<file path="src/rtl/memory_stage.sv">
// Memory pipeline stage: issues one data-memory request per load/store through a
// small FSM, formats load data and registers the op for the writeback side.
package rvga_pkg;
    typedef struct packed {
        logic       reg_write_v;
        logic       mem_read_v;
        logic       mem_write_v;
        logic [2:0] funct3;
    } rvga_cword_s;

    typedef struct packed {
        logic [31:0] pc;
        logic [31:0] instr;
    } rvga_dword_s;
endpackage

module memory_stage
    import rvga_pkg::*;
(
    input  logic        clk_i,
    input  logic        rst_i,
    input  logic [4:0]  execute_rs1,
    input  logic [4:0]  execute_rs2,
    input  logic [4:0]  execute_rd,
    input  logic [31:0] execute_result,
    input  logic [31:0] execute_data,
    input  rvga_cword_s cword_i,
    input  rvga_dword_s dword_i,
    output logic        dmem_req_v_o,
    output logic        dmem_we_o,
    output logic [31:0] dmem_addr_o,
    output logic [31:0] dmem_wdata_o,
    output logic [3:0]  dmem_wmask_o,
    input  logic        dmem_ready_i,
    input  logic        dmem_rdata_v_i,
    input  logic [31:0] dmem_rdata_i,
    output logic [4:0]  memory_rs1,
    output logic [4:0]  memory_rs2,
    output logic [4:0]  memory_rd,
    output logic [31:0] memory_result,
    output rvga_cword_s cword_o,
    output rvga_dword_s dword_o,
    output logic        memory_misaligned_o,
    output logic        stall_o,
    output logic [1:0]  fsm_state
);

    localparam logic [1:0] IDLE = 2'd0;
    localparam logic [1:0] REQ  = 2'd1;
    localparam logic [1:0] RESP = 2'd2;
    localparam logic [1:0] DONE = 2'd3;

    logic [1:0]  state;
    logic [31:0] req_addr;
    logic [31:0] req_wdata;
    logic [3:0]  req_mask;
    logic        req_we;
    logic [2:0]  req_f3;
    logic [31:0] load_data;

    logic        mem_op;
    logic        misaligned;
    logic [3:0]  st_mask;
    logic [31:0] st_wdata;
    logic [7:0]  ld_byte;
    logic [15:0] ld_half;
    logic [31:0] ld_fmt;

    assign mem_op = cword_i.mem_read_v | cword_i.mem_write_v;

    // Sizes 011/110/111 are not legal RV32 accesses and are reported like misalignment.
    always_comb begin
        misaligned = 1'b0;
        case (cword_i.funct3)
            3'b011, 3'b110, 3'b111: misaligned = 1'b1;
            default: begin
                if (cword_i.funct3[1:0] == 2'b01)
                    misaligned = execute_result[0];
                else if (cword_i.funct3[1:0] == 2'b10)
                    misaligned = (execute_result[1:0] != 2'b00);
            end
        endcase
        misaligned = misaligned & mem_op;
    end

    always_comb begin
        st_mask  = 4'b1111;
        st_wdata = execute_data;
        case (cword_i.funct3[1:0])
            2'b00: begin
                st_mask  = 4'b0001 << execute_result[1:0];
                st_wdata = {4{execute_data[7:0]}};
            end
            2'b01: begin
                st_mask  = 4'b0011 << execute_result[1:0];
                st_wdata = {2{execute_data[15:0]}};
            end
            default: ;
        endcase
    end

    always_comb begin
        ld_byte = dmem_rdata_i[7:0];
        case (req_addr[1:0])
            2'b01:   ld_byte = dmem_rdata_i[15:8];
            2'b10:   ld_byte = dmem_rdata_i[23:16];
            2'b11:   ld_byte = dmem_rdata_i[31:24];
            default: ;
        endcase
        ld_half = req_addr[1] ? dmem_rdata_i[31:16] : dmem_rdata_i[15:0];
        case (req_f3)
            3'b000:  ld_fmt = {{24{ld_byte[7]}}, ld_byte};
            3'b100:  ld_fmt = {24'h0, ld_byte};
            3'b001:  ld_fmt = {{16{ld_half[15]}}, ld_half};
            3'b101:  ld_fmt = {16'h0, ld_half};
            default: ld_fmt = dmem_rdata_i;
        endcase
    end

    always_ff @(posedge clk_i) begin
        if (rst_i) begin
            state     <= IDLE;
            req_addr  <= '0;
            req_wdata <= '0;
            req_mask  <= '0;
            req_we    <= 1'b0;
            req_f3    <= '0;
            load_data <= '0;
        end else begin
            case (state)
                IDLE: if (mem_op && !misaligned) begin
                    req_addr  <= execute_result;
                    req_wdata <= st_wdata;
                    req_mask  <= st_mask;
                    req_we    <= cword_i.mem_write_v;
                    req_f3    <= cword_i.funct3;
                    state     <= REQ;
                end
                REQ: if (dmem_ready_i) state <= req_we ? DONE : RESP;
                RESP: if (dmem_rdata_v_i) begin
                    load_data <= ld_fmt;
                    state     <= DONE;
                end
                default: state <= IDLE;
            endcase
        end
    end

    // Request fields come only from the captured registers so they stay stable while waiting.
    assign dmem_req_v_o = (state == REQ);
    assign dmem_we_o    = dmem_req_v_o & req_we;
    assign dmem_wmask_o = dmem_req_v_o ? req_mask : 4'b0000;
    assign dmem_addr_o  = {req_addr[31:2], 2'b00};
    assign dmem_wdata_o = req_wdata;
    assign stall_o      = ((state == IDLE) & mem_op & ~misaligned) | (state == REQ) | (state == RESP);
    assign fsm_state    = state;

    always_ff @(posedge clk_i) begin
        if (rst_i) begin
            memory_rs1          <= '0;
            memory_rs2          <= '0;
            memory_rd           <= '0;
            memory_result       <= '0;
            cword_o             <= '0;
            dword_o             <= '0;
            memory_misaligned_o <= 1'b0;
        end else if (stall_o) begin
            memory_rd           <= '0;
            cword_o             <= '0;
            dword_o             <= '0;
            memory_misaligned_o <= 1'b0;
        end else begin
            memory_rs1          <= execute_rs1;
            memory_rs2          <= execute_rs2;
            memory_rd           <= execute_rd;
            memory_result       <= (cword_i.mem_read_v && !misaligned) ? load_data : execute_result;
            cword_o             <= cword_i;
            dword_o             <= dword_i;
            memory_misaligned_o <= misaligned;
        end
    end

endmodule

</file>
<file path="config.mk">
export PLATFORM = sky130hd
export DESIGN_NAME = memory_stage
export DESIGN_NICKNAME = d
export VERILOG_FILES = /design/src/rtl/memory_stage.sv
export SDC_FILE = /design/constraint.sdc
export NUM_CORES = 1
export LEC_CHECK = 0
export CAP_MARGIN = 20
export CORE_AREA = 2 2 148 150
export CTS_CLUSTER_SIZE = 30
export DETAILED_ROUTE_END_ITERATION = 10
export DIE_AREA = 0 0 150 152
export PLACE_DENSITY = 0.83
export REMOVE_ABC_BUFFERS = 1
export SLEW_MARGIN = 5
export SYNTH_ARGS = -nofsm -noshare
export SYNTH_HDL_FRONTEND = slang
export SYNTH_SLANG_ARGS = --single-unit
</file>
<file path="constraint.sdc">
create_clock -name clk_i -period 3.8 [get_ports clk_i]
set_input_delay 0.76 -clock clk_i [delete_from_list [all_inputs] [get_ports clk_i]]
set_output_delay 0.76 -clock clk_i [all_outputs]
set_load 0.005 [all_outputs]
</file>
=== Word level (Yosys, flattened, before mapping) ===
Index checks and enable logic that the tools add are counted.

* Register bits: 224
* Latch bits: 0
* Bits in writable memories: 0
* Memory bits (read-only): 0
* Output and inout port bits: 191
* Memories: 0

* $add $sub $neg: 0
* $mul: 0
* Div/mod/pow operators: 0
* $lt $le $gt $ge: 0
* Equality and inequality tests: 16
* Shifts and indexed selects: 2
* Multiplexer cells: 15
* Bitwise operators: 8
* Reduce and logical (&&, ||, !) cells: 12

{| class="wikitable"
|+ Operators with widths
! cell !! number
|-
| 32-bit one-hot mux with 4 select lines || 1
|-
| 32-bit one-hot mux with 2 select lines || 1
|-
| 32-bit 2-to-1 mux || 1
|-
| 8-bit one-hot mux with 3 select lines || 1
|-
| 16-bit 2-to-1 mux || 1
|-
| 3-bit equality test (second input constant) || 4
|-
| 2-bit equality test (second input constant) || 4
|-
| 4-bit one-hot mux with 2 select lines || 1
|-
| 2-bit by 1-bit equality test with 1-bit output (second input constant) || 3
|-
| 2-bit 2-to-1 mux || 3
|-
| 2-bit one-hot mux with 3 select lines || 1
|-
| 1-bit AND || 4
|-
| 2-bit logical NOT || 2
|-
| 1-bit 2-to-1 mux || 4
|-
| 4-bit 2-to-1 mux || 1
|-
| 2-bit != test (second input constant) || 2
|-
| 2-bit AND reduction || 2
|-
| 1-bit by 2-bit left shift with 4-bit output (first input constant) || 1
|-
| 2-bit by 2-bit left shift with 4-bit output (first input constant) || 1
|-
| 3-bit by 1-bit equality test with 1-bit output (second input constant) || 1
|-
| 3-bit by 2-bit equality test with 1-bit output (second input constant) || 1
|-
| 3-bit logical NOT || 1
|-
| 1-bit bitwise OR || 3
|-
| 3-bit AND reduction || 1
|-
| 7 further kinds || 8
|}

=== Depth between registers and ports, before layout ===
* Depth after elaboration: 10
* Gate-level depth with buffers: 8
* Gate-level depth less buffers: 6

=== Worst setup path before layout ===
Ideal clock, no wire load.

* Kind: input to output
* Start point: in execute_result[0]
* End point: out stall_o
* Arrival time: 1768 ps
* Data required time: 3040 ps
* Setup slack: 1272 ps
* Stages on the path: 6
* Path buffers: 2
* Cells stage by stage: buf_6 -> nor4_4 -> o221a_4 -> buf_6 -> nor2_2 -> inv_1

* Cells in the longest elaborated chain, start to end: 9

{| class="wikitable"
|+ RTL lines
! element !! line !! text
|-
| start: declaration || 25 || <nowiki>input logic [31:0] execute_result,</nowiki>
|-
| 2-bit nonzero test || 80 || <nowiki>misaligned = (execute_result[1:0] != 2'b00);</nowiki>
|-
| 1-bit 2-to-1 mux || 79 || <nowiki>else if (cword_i.funct3[1:0] == 2'b10)</nowiki>
|-
| 1-bit 2-to-1 mux * || 77 || <nowiki>if (cword_i.funct3[1:0] == 2'b01)</nowiki>
|-
| 1-bit 2-to-1 mux * || 74 || <nowiki>case (cword_i.funct3)</nowiki>
|-
| 1-bit AND * || 83 || <nowiki>misaligned = misaligned & mem_op;</nowiki>
|-
| 1-bit NOT * || 155 || <nowiki>assign stall_o = ((state == IDLE) & mem_op & ~misaligned) | (state == REQ) | (state == RESP);</nowiki>
|-
| 1-bit AND * || 155 ||
|-
| 1-bit bitwise OR * (2 in series) || 155 ||
|-
| end: declaration || 44 || <nowiki>output logic stall_o,</nowiki>
|}

Every way passes the cells marked *; elsewhere a longest branch is shown, timed or not.

=== Worst setup path after layout ===
Same ends and word-level chain as after synthesis.

==> results.ini <==
[run_status]
outcome=finished, final reports clean

[critical_path]
path_depth=6
cp-start-kind=primary input
worst_ep_arrival_time_ps=2480
crit_chain=clkdlybuf4s50_1 > nor4_4 > o221a_4 > nor2_4 > inv_1 > clkdlybuf4s50_1
critical_path.max_fanout=3
cp_data_required_time_ps=3040
worstRegToRegCells=4
end_kind=output pin
crit_start=execute_result[0]
worstReg2RegStart=req_addr[1]
worst-r2r-setup-slack_ps=1420
timing.rr.end=load_data[11]
crit_top_cell=clkdlybuf4s50_1
critPathTopFamily=buffers and inverters
cp_slowest_stage_delay_ps=510
crit_type=in -> out
crit_path_end=stall_o
critPathBufInv=3
crit_slowest_cell=clkdlybuf4s50_1

[yosys]
syn_area_mm2=0.00924
ys_async_sr_fraction=0
synth-main-ff-cell=dfxtp_1
ys_seq_area_frac=0.485
yosysUniqueCellTypes=48
yosysWarnings=0
synth_edf_count=0
synth_cells=1030
ys_ff_latch=224
syn_area_per_cell_um2=8.97

[cts]
clkLatencyLatePin_ps=510
cts_tree=built
htreeDepth=1
clk_root_buffer_cell=clkbuf_16
path_clk_slew_ps=50
cts-hold-fix-buffers=0
clk_path_buf_depth=3
post_cts_resize_count=0
post_cts_buffers=0
cts_sinks=224
numCtsBuffers=25

[global_route]
grt_busiest_layer=met2
grt_max_degree=81
grt_pass1_vias=8299
antenna_found_initial=3
grt_use_total=0.255
use_met2=0.447
grt_use_met3=0.0637
grt_pass1_wl_mm=46.4
grt_overflow=0
grt.met1_usage=0.296

[route]
drtIter0Drc=467
num_vias=8544
drtPass1Iterations=7
wirelength_mm=30.4
viasPerCell=5.25
remaining_drc_errors=0
wire_per_inst_um=18.7
ant_nets=0

[flow_run]
cap_violations=0

[timing]
setup_viol=0
fin_crit_sh=0.854
skew_ps=11.5
tns_ps=0
finalHoldViolations=0
worst-slew-pin-transition_ps=931
relSlewSlack=0.379
slew_viol_final=0
hold_ws_ps=454
period_needed_ps=3240
rsz0062_at_grt=false
fmax_mhz=308

[layout]
nets=1520
syn2layout_area_growth_pct=47.7
drive_above_1_share=0.0862
final_cell_mix=371 x clkdlybuf4s50_1, 224 x dfxtp_1, 173 x nand2_1
regArea_mm2=0.00448
layout_commonest_cell=clkdlybuf4s50_1
fillerInstances=1799
fin_cells=1628
multi_input_area_mm2=0.00407
finalInstanceArea_mm2=0.0137

[placement]
place_area_mm2=0.0129
io_buffers=373
dp_hpwl_mm=21.4
place_congestion=0.856
dp.cells=1583

[floorplanning]
dieArea_mm2=0.0228
io_pins=376
floorplan.initialDensity=0.433
die_h_um=152
coreArea_mm2=0.0214
die_x_um=150
placementRows=54

[hold_path]
hold_path.startpoint=req_addr[15]
hold_class=reg -> reg

[power]
powerDensity_mw_per_mm2=625
vdd_drop_max_v=0.000393
leakage_nw=4.93
power_mw=8.54

[routing by layer]
layer | up-vias | wire (um)
met5 | - | 0
li1 | 4119 | -
met3 | 65 | 2310
met1 | 4032 | 11700
met4 | 0 | 1210
met2 | 328 | 15200
[where the power goes]
group	leakage (nW)	internal, mW	switching (mW)	total, mW
clock network	0.383	1.34	0.932	2.27
logic	2.71	1.62	1.51	3.13
registers	1.84	2.88	0.250	3.13
total	4.93	5.84	2.70	8.54
[sequential cells by signal, indices dropped and copies added (netlist names), 3 cells and up]
register	count
cword_o	6
memory_rs2	5
memory_rd	5
memory_result	32
dword_o	64
req_addr	32
load_data	32
req_f3	3
dmem_wdata_o	32
memory_rs1	5
req_mask	4
[worst min-delay path by stage]
stage | end | slack, ps | depth (start not counted)
global route | req_addr[5] | 470 | 2
finish | req_addr[15] | 450 | 2
global placement | dmem_wdata_o[0] | 440 | 2
detailed placement | req_addr[4] | 450 | 2
floorplan | req_we | 430 | 2
CTS | dmem_wdata_o[7] | 450 | 2
[worst reg2reg max path: stages (launching register included)]
cell and delay [ps]:
dfxtp_1 840, mux2i_1 370, o22ai_1 150, a21oi_1 670, a211oi_1 180
[metrics by stage]
stage | setup slack, ps | utilization
2_1_floorplan | -400 | -
3_3_place_gp | 578 | 0.602
3_5_place_dp | 565 | 0.602
4_1_cts | 555 | 0.638
5_1_grt | 464 | 0.639
6_report | 556 | 0.640
[layout make-up]
cell class                 count  share of cell area
antenna                        3            0.000550
multi-input combinational    676               0.298
tap                          280              0.0257
inverter                      11             0.00302
sequential                   224               0.328
timing repair buffer         393               0.289
clock inverter                 8             0.00504
clock buffer                  33              0.0509
[cell families after synthesis]
family,Yosys count,synth area share
AND/OR/NAND/NOR,395,0.204
AO/OA/AOI/OAI,251,0.200
flip-flops,224,0.485
buffers and inverters,131,0.0790
multiplexers,24,0.0265
adder cells (fa/ha/maj),4,0.00541
other,1,0.000406
[synthesized netlist by cell type, drive strengths merged (3+ instances only)]
cell / number / share of area
a21oi: 111 / 0.061
nand3: 43 / 0.023
nor4: 6 / 0.0057
nor2b: 4 / 0.0027
a211oi: 39 / 0.033
dfxtp: 224 / 0.49
a31oi: 3 / 0.0020
a31o: 3 / 0.0028
inv: 10 / 0.0041
nor3: 12 / 0.0065
ha: 4 / 0.0054
and2: 82 / 0.055
or3: 4 / 0.0027
o21ai: 31 / 0.017
clkbuf: 59 / 0.025
a211o: 4 / 0.0038
or2: 3 / 0.0020
buf: 61 / 0.050
and3b: 4 / 0.0038
mux2: 4 / 0.0049
nand2b: 4 / 0.0027
o211ai: 13 / 0.011
nor2: 50 / 0.021
nand3b: 9 / 0.0073
nand2: 173 / 0.070
mux2i: 20 / 0.022
a311oi: 38 / 0.060
(Power assumes the default switching activity.)
